**config.mk**
```make
export PLATFORM = sky130hd
export DESIGN_NAME = running_enemy_sprite_fetch
export DESIGN_NICKNAME = d
export VERILOG_FILES = /design/src/rtl/running_enemy_sprite_fetch.sv
export SDC_FILE = /design/constraint.sdc
export NUM_CORES = 1
export LEC_CHECK = 0
export CORE_MARGIN = 4
export CORE_UTILIZATION = 60
export CTS_BUF_LIST = sky130_fd_sc_hd__clkbuf_4
export CTS_CLUSTER_DIAMETER = 60
export DETAILED_ROUTE_END_ITERATION = 12
export DONT_BUFFER_PORTS = 1
export PLACE_DENSITY_LB_ADDON = 0.2
export SLEW_MARGIN = 0
export SYNTH_ARGS = -nofsm -noshare
export SYNTH_HDL_FRONTEND = slang
export SYNTH_SLANG_ARGS = --single-unit
```
**constraint.sdc**
```tcl
create_clock -name Clk -period 4.8 [get_ports Clk]
set_clock_uncertainty 0.05 [all_clocks]
set_input_delay 0.96 -clock Clk [delete_from_list [all_inputs] [get_ports Clk]]
set_output_delay 0.96 -clock Clk [all_outputs]
set_load 0.05 [all_outputs]
```
**src/rtl/running_enemy_sprite_fetch.sv**
```systemverilog
// Running-enemy sprite fetch: box test, run-cycle animation and ROM address generation
// with hit/colour-index alignment. Optional mirroring under RUNNING_ENEMY_FLIP_EN.
module running_enemy_sprite_fetch #(
    parameter int SPR_W       = 32,
    parameter int SPR_H       = 48,
    parameter int NUM_FRAMES  = 6,
    parameter int FRAME_TICKS = 6,
    parameter int ROM_LATENCY = 1,
    localparam int ADDR_W     = $clog2(NUM_FRAMES*SPR_W*SPR_H)
) (
    input  logic              Clk,
    input  logic              Reset,
    input  logic              frame_start,
    input  logic              enemy_active,
    input  logic [9:0]        enemy_x,
    input  logic [9:0]        enemy_y,
    input  logic              facing_left,
    input  logic [9:0]        DrawX,
    input  logic [9:0]        DrawY,
    output logic [ADDR_W-1:0] rom_addr,
    input  logic [2:0]        rom_q,
    output logic [2:0]        pal_index,
    output logic              pixel_on,
    output logic [2:0]        anim_frame
);

    localparam int TICK_W = (FRAME_TICKS > 1) ? $clog2(FRAME_TICKS) : 1;
    localparam logic [TICK_W-1:0]  LAST_TICK  = TICK_W'(FRAME_TICKS - 1);
    localparam logic [2:0]         LAST_FRAME = 3'(NUM_FRAMES - 1);
    localparam logic signed [10:0] SPR_W_S    = 11'(SPR_W);
    localparam logic signed [10:0] SPR_H_S    = 11'(SPR_H);
    localparam logic [ADDR_W-1:0]  FRAME_PIX  = ADDR_W'(SPR_W * SPR_H);
    localparam logic [ADDR_W-1:0]  ROW_PIX    = ADDR_W'(SPR_W);

    logic [TICK_W-1:0]      tick_q, tick_d;
    logic [2:0]             anim_q, anim_d;
    logic [ADDR_W-1:0]      rom_addr_q, rom_addr_d;
    logic [ROM_LATENCY:0]   hit_sr_q;
    logic [2:0]             pal_q, pal_d;
    logic                   pixel_on_q, pixel_on_d;

    logic signed [10:0]     lx_s0, ly_s0;
    logic [9:0]             col_s0;
    logic                   hit_s0;
    logic [ADDR_W-1:0]      addr_s0;

    // Animation: an inactive enemy pins the cycle to frame 0, even over a frame_start.
    always_comb begin
        tick_d = tick_q;
        anim_d = anim_q;
        if (!enemy_active) begin
            tick_d = '0;
            anim_d = '0;
        end else if (frame_start) begin
            if (tick_q == LAST_TICK) begin
                tick_d = '0;
                anim_d = (anim_q == LAST_FRAME) ? 3'd0 : anim_q + 3'd1;
            end else begin
                tick_d = tick_q + TICK_W'(1);
            end
        end
    end

    // Stage 0: sprite-local coordinates; the 11-bit signed difference rejects pixels left/above the box.
    assign lx_s0  = signed'({1'b0, DrawX}) - signed'({1'b0, enemy_x});
    assign ly_s0  = signed'({1'b0, DrawY}) - signed'({1'b0, enemy_y});
    assign hit_s0 = enemy_active
                  && (lx_s0 >= 11'sd0) && (lx_s0 < SPR_W_S)
                  && (ly_s0 >= 11'sd0) && (ly_s0 < SPR_H_S);

`ifdef RUNNING_ENEMY_FLIP_EN
    localparam logic [9:0] COL_LAST = 10'(SPR_W - 1);
    assign col_s0 = facing_left ? (COL_LAST - lx_s0[9:0]) : lx_s0[9:0];
`else
    logic unused_facing_left;
    assign unused_facing_left = facing_left;
    assign col_s0             = lx_s0[9:0];
`endif

    assign addr_s0 = ADDR_W'(anim_q) * FRAME_PIX
                   + ADDR_W'(ly_s0[9:0]) * ROW_PIX
                   + ADDR_W'(col_s0);

    always_comb begin
        rom_addr_d = rom_addr_q;
        if (hit_s0) rom_addr_d = addr_s0;
    end

    // Output stage: hit has been delayed to line up with the ROM data for the same pixel.
    always_comb begin
        pal_d      = '0;
        pixel_on_d = 1'b0;
        if (hit_sr_q[ROM_LATENCY]) begin
            pal_d      = rom_q;
            pixel_on_d = (rom_q != 3'd0);
        end
    end

    always_ff @(posedge Clk or posedge Reset) begin
        if (Reset) begin
            tick_q     <= '0;
            anim_q     <= '0;
            rom_addr_q <= '0;
            hit_sr_q   <= '0;
            pal_q      <= '0;
            pixel_on_q <= 1'b0;
        end else begin
            tick_q     <= tick_d;
            anim_q     <= anim_d;
            rom_addr_q <= rom_addr_d;
            hit_sr_q   <= {hit_sr_q[ROM_LATENCY-1:0], hit_s0};
            pal_q      <= pal_d;
            pixel_on_q <= pixel_on_d;
        end
    end

    assign rom_addr   = rom_addr_q;
    assign pal_index  = pal_q;
    assign pixel_on   = pixel_on_q;
    assign anim_frame = anim_q;

endmodule

```
==> run metrics, run 1 <==
status=completed; Yosys warning total=0; Worst Path Arrival=4460 ps; Routability Congestion=0.8524; Die ar.=0.005272 mm2; most frequent cells after synthesis=ha_1, inv_1, dfrtp_1; nets=350; FF-to-FF Start=anim_frame[0]$_DFFE_PP0P_; pwr/cell area=239.6 mW/mm2; largest net degree at the start of global routing=27; flop-to-flop setup slack=1690 ps; Post-route DRC=0; chip height=72.61 um; row count=23; Sink Count=26; CP Cell Sequence=inv_1, ha_1, and3_1, a21oi_1, nand3_1, a31o_2, a21oi_1, xor2_1, inv_1, fa_1, ha_1, nor2b_1, o21a_1, o41ai_1, xnor2_1, mux2_4; I/O pins=69; Die Wd=72.61 um; fin cells=308; total power=618.5 uW; Final min period=4307 ps; Setup crit end kind=register; Post-DP HPWL=3908 um; Slew headroom=0.3868; IO Port Bufs=0; hold_ws=319.6 ps; Final setup viols=0; CP max stage delay=460 ps; WL/cell=14.71 um; CP Capture Point=rom_addr[13]$_DFFE_PP0P_; Hold Violations, Final=0; # resized after CTS=0; initial antenna violation count=0; flops & latches, synth=26; HP Class=register to register; Synth top area share=0.2597; Reg clk slew, reported paths=130 ps; Post-synth EDFFs=0; CTS tree=yes; ys async rst share=1.000; Mapped Area=0.002505 mm2; core box area=0.004029 mm2; Root Driver=clkbuf_4; Setup crit start kind=input port; CP Max Fanout=5; Worst Path Class, Setup=input port to register; Register-to-Register Path Depth=9; H-tree depth=1; Synth area leader=dfrtp_1; Tcrit/Tclk final=0.8974; Gate Count Post-Synth=256; synth top area cells=dfrtp_1, ha_1, mux2_4, inv_1, xnor2_1; Worst-Margin Slew=918.8 ps; vias in the first global route=1784; total congestion overflow=0; drt total wl=4532 um; fin. max-slew vios=0; layout cell share with drive strength beyond 1=0.1124; buffer count from post-CTS setup fixing=0; P_leak=0.001332 uW; placed cells=304; Setup TNS=0 ps; Critical Path Source=enemy_x[3]; Max-Cap Viols=0; TritonRoute pass-1 iters=4; Via Count=1804; Util after Layout=0.6407; Initial Util=0.6217; area delta synth->final=3.047%; post-synthesis net count=347; DR vias/cell=5.857; FMAX=0.2322 GHz; most used flip-flop cell after synthesis=dfrtp_1; ant diodes=0; RSZ-0062 raised after global routing=no; post-synthesis sequential area ratio=0.2597; Starting DRT DRC Count=122; # hold bufs at CTS=0; unique cell type count in the Yosys netlist=56; average size of a mapped cell=9.785 um2; Critical R2R Capture=rom_addr[13]$_DFFE_PP0P_; top-count cell post-synth=ha_1; Total GRT Usage=0.1856; CTS buffer count=3; slowest CP cell=fa_1; VDD IR max=0.1293 mV; first-pass GRT wire length=8052 um; clk buf depth=2; worst skew pair latency=300 ps; Critical Path RT=4950 ps; post-route ant nets=0
placed cells by master (no fill, tap or decap), types with 4 or more instances in the layout:
cell type  Yosys  layout
nor2b_1        8       8
o21a_1         5       5
o21bai_1       5       5
nor2_1        14      14
dfrtp_1       26      26
xor2_1         9       9
inv_1         31      31
o21ai_0        8       8
nand2_1        4       4
a21oi_1       17      17
ha_1          38      38
mux2_4        10      10
nor3_1         6       6
and2_1         4       4
fa_1           5       5
xnor2_1       13      13
state kept, by name, indices dropped and copies added, names as in the netlist:
register / count
hit_sr_q: 2
tick_q: 3
anim_frame: 3
pixel_on: 1
pal_index: 3
rom_addr: 14
power by group:
part	internal [uW]	switching, uW
Clock	30.3	56.7
Combinational	140	157
Sequential	223	11.8
critical path, delay by kind of cell:
kind | cells | cell delay [ps]
AO/OA/AOI/OAI | 5 | 1110
adder cells (fa/ha/maj) | 3 | 1180
multiplexers | 1 | 270
buffers and inverters | 2 | 110
XOR/XNOR | 2 | 340
AND/OR/NAND/NOR | 3 | 500
area by class of cell:
class	instances	area, um2
clock inverters	1	3.754
well taps	50	62.56
flip-flops and latches	26	650.6
fillers	359	1448
repair buffers	1	7.507
clock buffers	3	22.52
multi-input cells	196	1718
inverters	31	116.4
cells by family (layout without fill, tap and decap cells):
kind of cell             Yosys count  in the layout  synth area share
multiplexers                      14             14           0.07742
buffers and inverters             34             36           0.05444
adder cells (fa/ha/maj)           43             43            0.2298
AO/OA/AOI/OAI                     61             61            0.1693
AND/OR/NAND/NOR                   56             56            0.1324
flip-flops                        26             26            0.2597
XOR/XNOR                          22             22           0.07693
worst min path at each step:
stage                                        to  depth (start not counted)  slack (ps)             startpoint
after floorplan           hit_sr_q[1]$_DFF_PP0_                          0         280  hit_sr_q[0]$_DFF_PP0_
after global placement    hit_sr_q[1]$_DFF_PP0_                          0         280  hit_sr_q[0]$_DFF_PP0_
after detailed placement  hit_sr_q[1]$_DFF_PP0_                          0         290  hit_sr_q[0]$_DFF_PP0_
after CTS                 hit_sr_q[1]$_DFF_PP0_                          0         320  hit_sr_q[0]$_DFF_PP0_
after global routing      hit_sr_q[1]$_DFF_PP0_                          0         320  hit_sr_q[0]$_DFF_PP0_
final                     hit_sr_q[1]$_DFF_PP0_                          0         320  hit_sr_q[0]$_DFF_PP0_
per-layer routing:
metal,track usage,part of all wire,vias to the layer above
met5,0,0,-
li1,-,-,911
met3,0.02204,0.065,2
met2,0.3066,0.47,62
met4,0.04303,0.0075,0
met1,0.2600,0.46,829
through the flow:
step	cell area, um2	setup slack [ps]
after CTS	2581	487.9
after floorplan	2505	338.8
after global routing	2581	316.9
after global placement	2555	244.1
final	2581	492.6
after detailed placement	2555	167.7
Power figures use the tool's default switching activity.
==> run 2: changes to the inputs <==
Settings changed: CTS_CLUSTER_DIAMETER 60 to unset.
==> results of run 2 <==
Same layout as run 1: the final DEF is identical, and so are final timing and power.
==> variant 1, RTL diff (config.mk and constraints of run 2) <==
Take the reset off `rom_addr_q` and load it in a clocked block of its own.
--- a/src/rtl/running_enemy_sprite_fetch.sv
+++ b/src/rtl/running_enemy_sprite_fetch.sv
@@ -100,18 +100,20 @@
         if (Reset) begin
             tick_q     <= '0;
             anim_q     <= '0;
-            rom_addr_q <= '0;
             hit_sr_q   <= '0;
             pal_q      <= '0;
             pixel_on_q <= 1'b0;
         end else begin
             tick_q     <= tick_d;
             anim_q     <= anim_d;
-            rom_addr_q <= rom_addr_d;
             hit_sr_q   <= {hit_sr_q[ROM_LATENCY-1:0], hit_s0};
             pal_q      <= pal_d;
             pixel_on_q <= pixel_on_d;
         end
+    end
+
+    always_ff @(posedge Clk) begin
+        rom_addr_q <= rom_addr_d;
     end
 
     assign rom_addr   = rom_addr_q;
Formal check against the unedited RTL: not equivalent (Yosys sat finds a counterexample within 4 cycles, from zero or initial values and one cycle with Reset high).
==> variant 1 against run 2 <==
  * Wire length decreased by 3.7%
  * Count of clock-buffer cells in the layout stayed put
  * Global-route usage shrank 1.2 points
  * Sequential cell count did not move
  * First-iteration DRC count shrank 37%
  * Sequential power rose by 9.4%
  * Core utilization rose by 2.6 points
  * Synthesized area is 3.0% lower
  * Final cell count decreased by 1.6%
  * Final area decreased by 1.8%
  * Worst setup slack better by 0.22 ns
  * Total power rose by 3.5%
  * Largest cell class unchanged
  * Highest routed layer unchanged
==> variant 1: results (changes against run 2) <==
Post-synth top cells=ha_1 (38), inv_1 (34), a21oi_1 (18), nand2_1 (15), xnor2_1 (15); XOR/XNOR share of the synthesized area=8.29% (+0.60 points); gp weighted congestion=0.794 (-6.9%); R2R setup slack=1.87 ns (+0.18 ns); mux contribution to synthesized area=2.52% (-5.2 points); Slew HR=52.6% (+14 points); post-synthesis adder-cell area fraction=23.7% (+0.72 points); Clock Path Buffers=2 (unchanged); ys async rst share=46.2% (-54 points); diode count=0 (unchanged); CTS root buf=clkbuf_4; complex-gate fraction of the synthesized area=16.8% (-0.14 points); fin cells=303 (-1.6%); outcome=finished, final reports clean; DP Wirelength=3800 um (-2.8%); H-Tree Depth=1 (unchanged); Worst-Skew Late Latency=0.31 ns; initial antenna violation count=0 (unchanged); number of global-route vias before repair=1701 (-4.7%); Port Buffers=0 (unchanged); Worst Hold Depth=0 (unchanged); largest net degree at the start of global routing=16 (-41%); Synth Flop Type=edfxtp_1; slowest CP cell=fa_1; peak supply drop=0.0961 mV (-26%); Synth warnings=0 (unchanged); Arr. time, crit path=4.10 ns (-0.36 ns); Post-Syn Nets=342 (-1.4%); drt wl/cell=14.4 um (-2.1%); worst hold path class=reg -> reg; Fillers=315 (-12%); Num CTS Buffers=3 (unchanged); CP max FO=4 (-1); first-pass GRT wire length=7310 um (-9.3%); ranking of synthesized cells by area=ha_1 (20%), edfxtp_1 (17%), dfrtp_1 (12%), xnor2_1 (5.4%), inv_1 (5.3%); layout cells sized above 1=3.92% (-7.3 points); DP Area=2510 sq um (-1.9%); max reg flops=14 (unchanged); post-CTS setup buffers=0 (unchanged); Post-synth EDFFs=14 (+14); post-synthesis cell type count=46 (-18%); post-synthesis sequential area ratio=29.7% (+3.7 points); Total GRT Usage=17.4% (-1.2 points); final worst hold slack=0.329 ns (+0.00976 ns); cells after synthesis=251 (-2.0%); slowest stage delay, CP=0.40 ns (-0.06 ns); Nets=347 (-0.86%); Lkg Pwr=1.24 nW (-6.8%); DRT iter0 DRCs=77 (-37%); Reg2Reg Depth=8 (-1); DR vias/cell=5.76 (-1.7%)
[variant 1: cell count changes after synthesis, sizes merged, moves of 3 or more]
cell,before,now
dfrtp,26,12
edfxtp,0,14
mux2,13,1
nand2,4,15
a21o,2,9
nor2,14,7
mux2i,1,5
o21a,5,1
inv,31,34
nor3,6,3
o211ai,0,3
o21bai,5,2
[variant 1: routing by layer]
layer | vias to the layer above | GRT usage, % | share of wire (%)
li1 | 896 | - | -
met1 | 789 | 22.6 | 46
met2 | 56 | 29.4 | 48
met3 | 4 | 3.37 | 5.8
met4 | 0 | 4.80 | 1.0
met5 | - | 0 | 0
[variant 1: worst paths after layout]
check | start | endpoint
worst min-delay path | hit_sr_q[0] | hit_sr_q[1]
min in group asynchronous | Reset | pal_index[1]
max in group asynchronous | Reset | anim_frame[0]
worst max register to register | anim_frame[0] | rom_addr[13]
worst max-delay path | DrawX[0] | rom_addr[13]
worst min register to register | hit_sr_q[0] | hit_sr_q[1]
[variant 1: cells by family after synthesis]
logic type	after synthesis
muxes	6
xor gates and xnor gates	23
buffers and inverters	35
and+or+nand+nor	59
AOI/OAI and AO/OA	59
adders and majority gates	43
DFF	26
[variant 1: cell type report]
| cell class | instances | share of cell area [%] |
|---|---|---|
| inverters | 34 | 5.04 |
| clock inverters | 1 | 0.148 |
| repair buffers | 1 | 0.296 |
| clock buffers | 3 | 0.889 |
| flip-flops and latches | 26 | 28.4 |
| well taps | 48 | 2.37 |
| multi-input cells | 190 | 62.8 |
[variant 1: metrics by stage]
step / setup WS (ns) / util, % / total power, mW
2_1_floorplan: 0.353 / - / 0.499
3_3_place_gp: 0.464 / 66.0 / 0.542
3_5_place_dp: 0.387 / 66.0 / 0.554
4_1_cts: 0.709 / 66.7 / 0.642
5_1_grt: 0.495 / 66.7 / 0.694
6_report: 0.714 / 66.7 / 0.640
[variant 1: where the power goes]
group          switching [mW]  leakage (nW)  internal (mW)  total (mW)
Clock                  0.0582        0.0154         0.0303      0.0885
Combinational           0.160         0.933          0.135       0.295
Sequential            0.00211         0.292          0.255       0.257
[variant 1: worst max-delay path, delay by kind of cell]
kind | cells | cell delay, ns
buffers and inverters | 1 | 0.02
AOI/OAI and AO/OA | 6 | 1.17
adders and majority gates | 4 | 1.20
xor gates and xnor gates | 2 | 0.30
and+or+nand+nor | 4 | 0.44
==> variant 2, RTL diff (settings of run 2) <==
Without the edit above. Add a define of `RUNNING_ENEMY_FLIP_EN`.
--- a/src/rtl/running_enemy_sprite_fetch.sv
+++ b/src/rtl/running_enemy_sprite_fetch.sv
@@ -1,5 +1,7 @@
 // Running-enemy sprite fetch: box test, run-cycle animation and ROM address generation
 // with hit/colour-index alignment. Optional mirroring under RUNNING_ENEMY_FLIP_EN.
+`define RUNNING_ENEMY_FLIP_EN
+
 module running_enemy_sprite_fetch #(
     parameter int SPR_W       = 32,
     parameter int SPR_H       = 48,
Function: changed (Yosys sat finds a counterexample within 4 cycles, from zero or initial values and one cycle with Reset high).
==> variant 2 against run 2 <==
  * Wire length up 2.8%
  * Worst setup slack worse by 0.18 ns
  * Via count is 5.4% higher
  * Core utilization rose by 0.47 points
  * Final cell count is 9.4% higher
  * Hold slack better by 0.0068 ns
  * Total power grew 23%
  * Sequential share of layout area decreased by 2.1 points
  * Sequential cell count is the same
  * Synthesized area rose by 7.2%
  * Die area rose by 6.4%
  * Non-clock buffer count is 2 higher
  * Final area is 8.9% higher
==> variant 2: results (changes against run 2) <==
Nets=377 (+7.7%); hold path start=hit_sr_q[0]; gp weighted congestion=0.869 (+2.0%); DR vias/cell=5.64 (-3.6%); number of global-route vias before repair=1824 (+2.2%); Routed Antenna Nets=0 (unchanged); DP Area=2760 sq um (+7.9%); Max Fclk=223 MHz (-4.0%); Slew HR=37.5% (-1.2 points); Fillers=366 (+1.9%); Post-synth top cells=inv_1 (39), ha_1 (38), dfrtp_1 (26), xnor2_1 (25), a21oi_1 (20); R2R setup slack=1.63 ns (-0.06 ns); post-synthesis cell type count=49 (-13%); slowest stage delay, CP=0.45 ns; Post-Syn Nets=371 (+6.9%); WL met3=191 um (-35%); final worst hold slack=0.326 ns (+0.00680 ns); DP Wirelength=3960 um (+1.3%); post-synthesis sequential area ratio=24.2% (-1.7 points); Arr. time, crit path=4.65 ns (+0.19 ns); Port Buffers=0 (unchanged); Lkg Pwr=1.45 nW (+8.7%); routed wl met2=2190 um (+2.5%); Fin. Hold Viols=0 (unchanged); CTS clock-pin slew for the worst setup and hold paths=0.15 ns (+0.02 ns); ranking of synthesized cells by area=dfrtp_1 (24%), ha_1 (18%), xnor2_1 (8.2%), inv_1 (5.5%), mux2_4 (5.0%); outcome=finished, final reports clean; drt wl/cell=13.8 um (-6.1%); peak supply drop=0.118 mV (-8.7%); DRT met1 WL=2230 um (+7.4%); Synth warnings=0 (unchanged); Total GRT Usage=17.8% (-0.75 points); Setup WS pre-CTS=-0.0109 ns (-0.179 ns); Clock Path Buffers=2 (unchanged); first-pass GRT wire length=8010 um (-0.52%); DRT iter0 DRCs=55 (-55%); layout cells sized above 1=10.5% (-0.71 points); Worst Hold Depth=0 (unchanged); pwr dens=272 nW/um^2 (+13%); initial antenna violation count=0 (unchanged); CP max FO=3 (-2)
variant 2: cells by family (layout without fill, tap and decap cells):
kind of cell,count (synthesis),after routing,synth area share (%)
muxes,17,17,8.20
adders and majority gates,43,43,21.4
DFF,26,26,24.2
buffers and inverters,41,46,6.01
and+or+nand+nor,57,57,12.2
xor gates and xnor gates,32,32,10.7
AOI/OAI and AO/OA,64,64,17.2
variant 2: power by group:
group,internal [mW],switching [mW],total [mW]
Sequential,0.223,0.0125,0.236
Combinational,0.180,0.198,0.378
Clock,0.0845,0.0652,0.150
variant 2: area by class of cell:
type | instances | area share [%]
inverters | 39 | 5.21
multi-input cells | 213 | 66.7
flip-flops and latches | 26 | 23.2
repair buffers | 3 | 0.801
clock buffers | 3 | 0.801
well taps | 52 | 2.32
clock inverters | 1 | 1.07
variant 2: worst max-delay path by stage:
stage / start / end / cells past startpoint
after floorplan: DrawX[0] / rom_addr[13] / 19
after global placement: DrawX[0] / rom_addr[13] / 19
after detailed placement: DrawX[0] / rom_addr[13] / 19
after CTS: DrawX[0] / rom_addr[13] / 19
after global routing: DrawX[0] / rom_addr[13] / 19
final: DrawX[0] / rom_addr[13] / 19
variant 2: layer usage:
| layer | vias up | GRT usage [%] |
|---|---|---|
| li1 | 976 | - |
| met1 | 876 | 25.5 |
| met2 | 45 | 29.4 |
| met3 | 5 | 1.60 |
| met4 | 0 | 3.56 |
| met5 | - | 0 |
variant 2: metrics by stage:
step / setup TNS (ns) / std cells
CTS: 0 / 337
global route: 0 / 337
detailed placement: -0.0109 / 333
floorplan: 0 / 280
global placement: 0 / 333
finish: 0 / 337
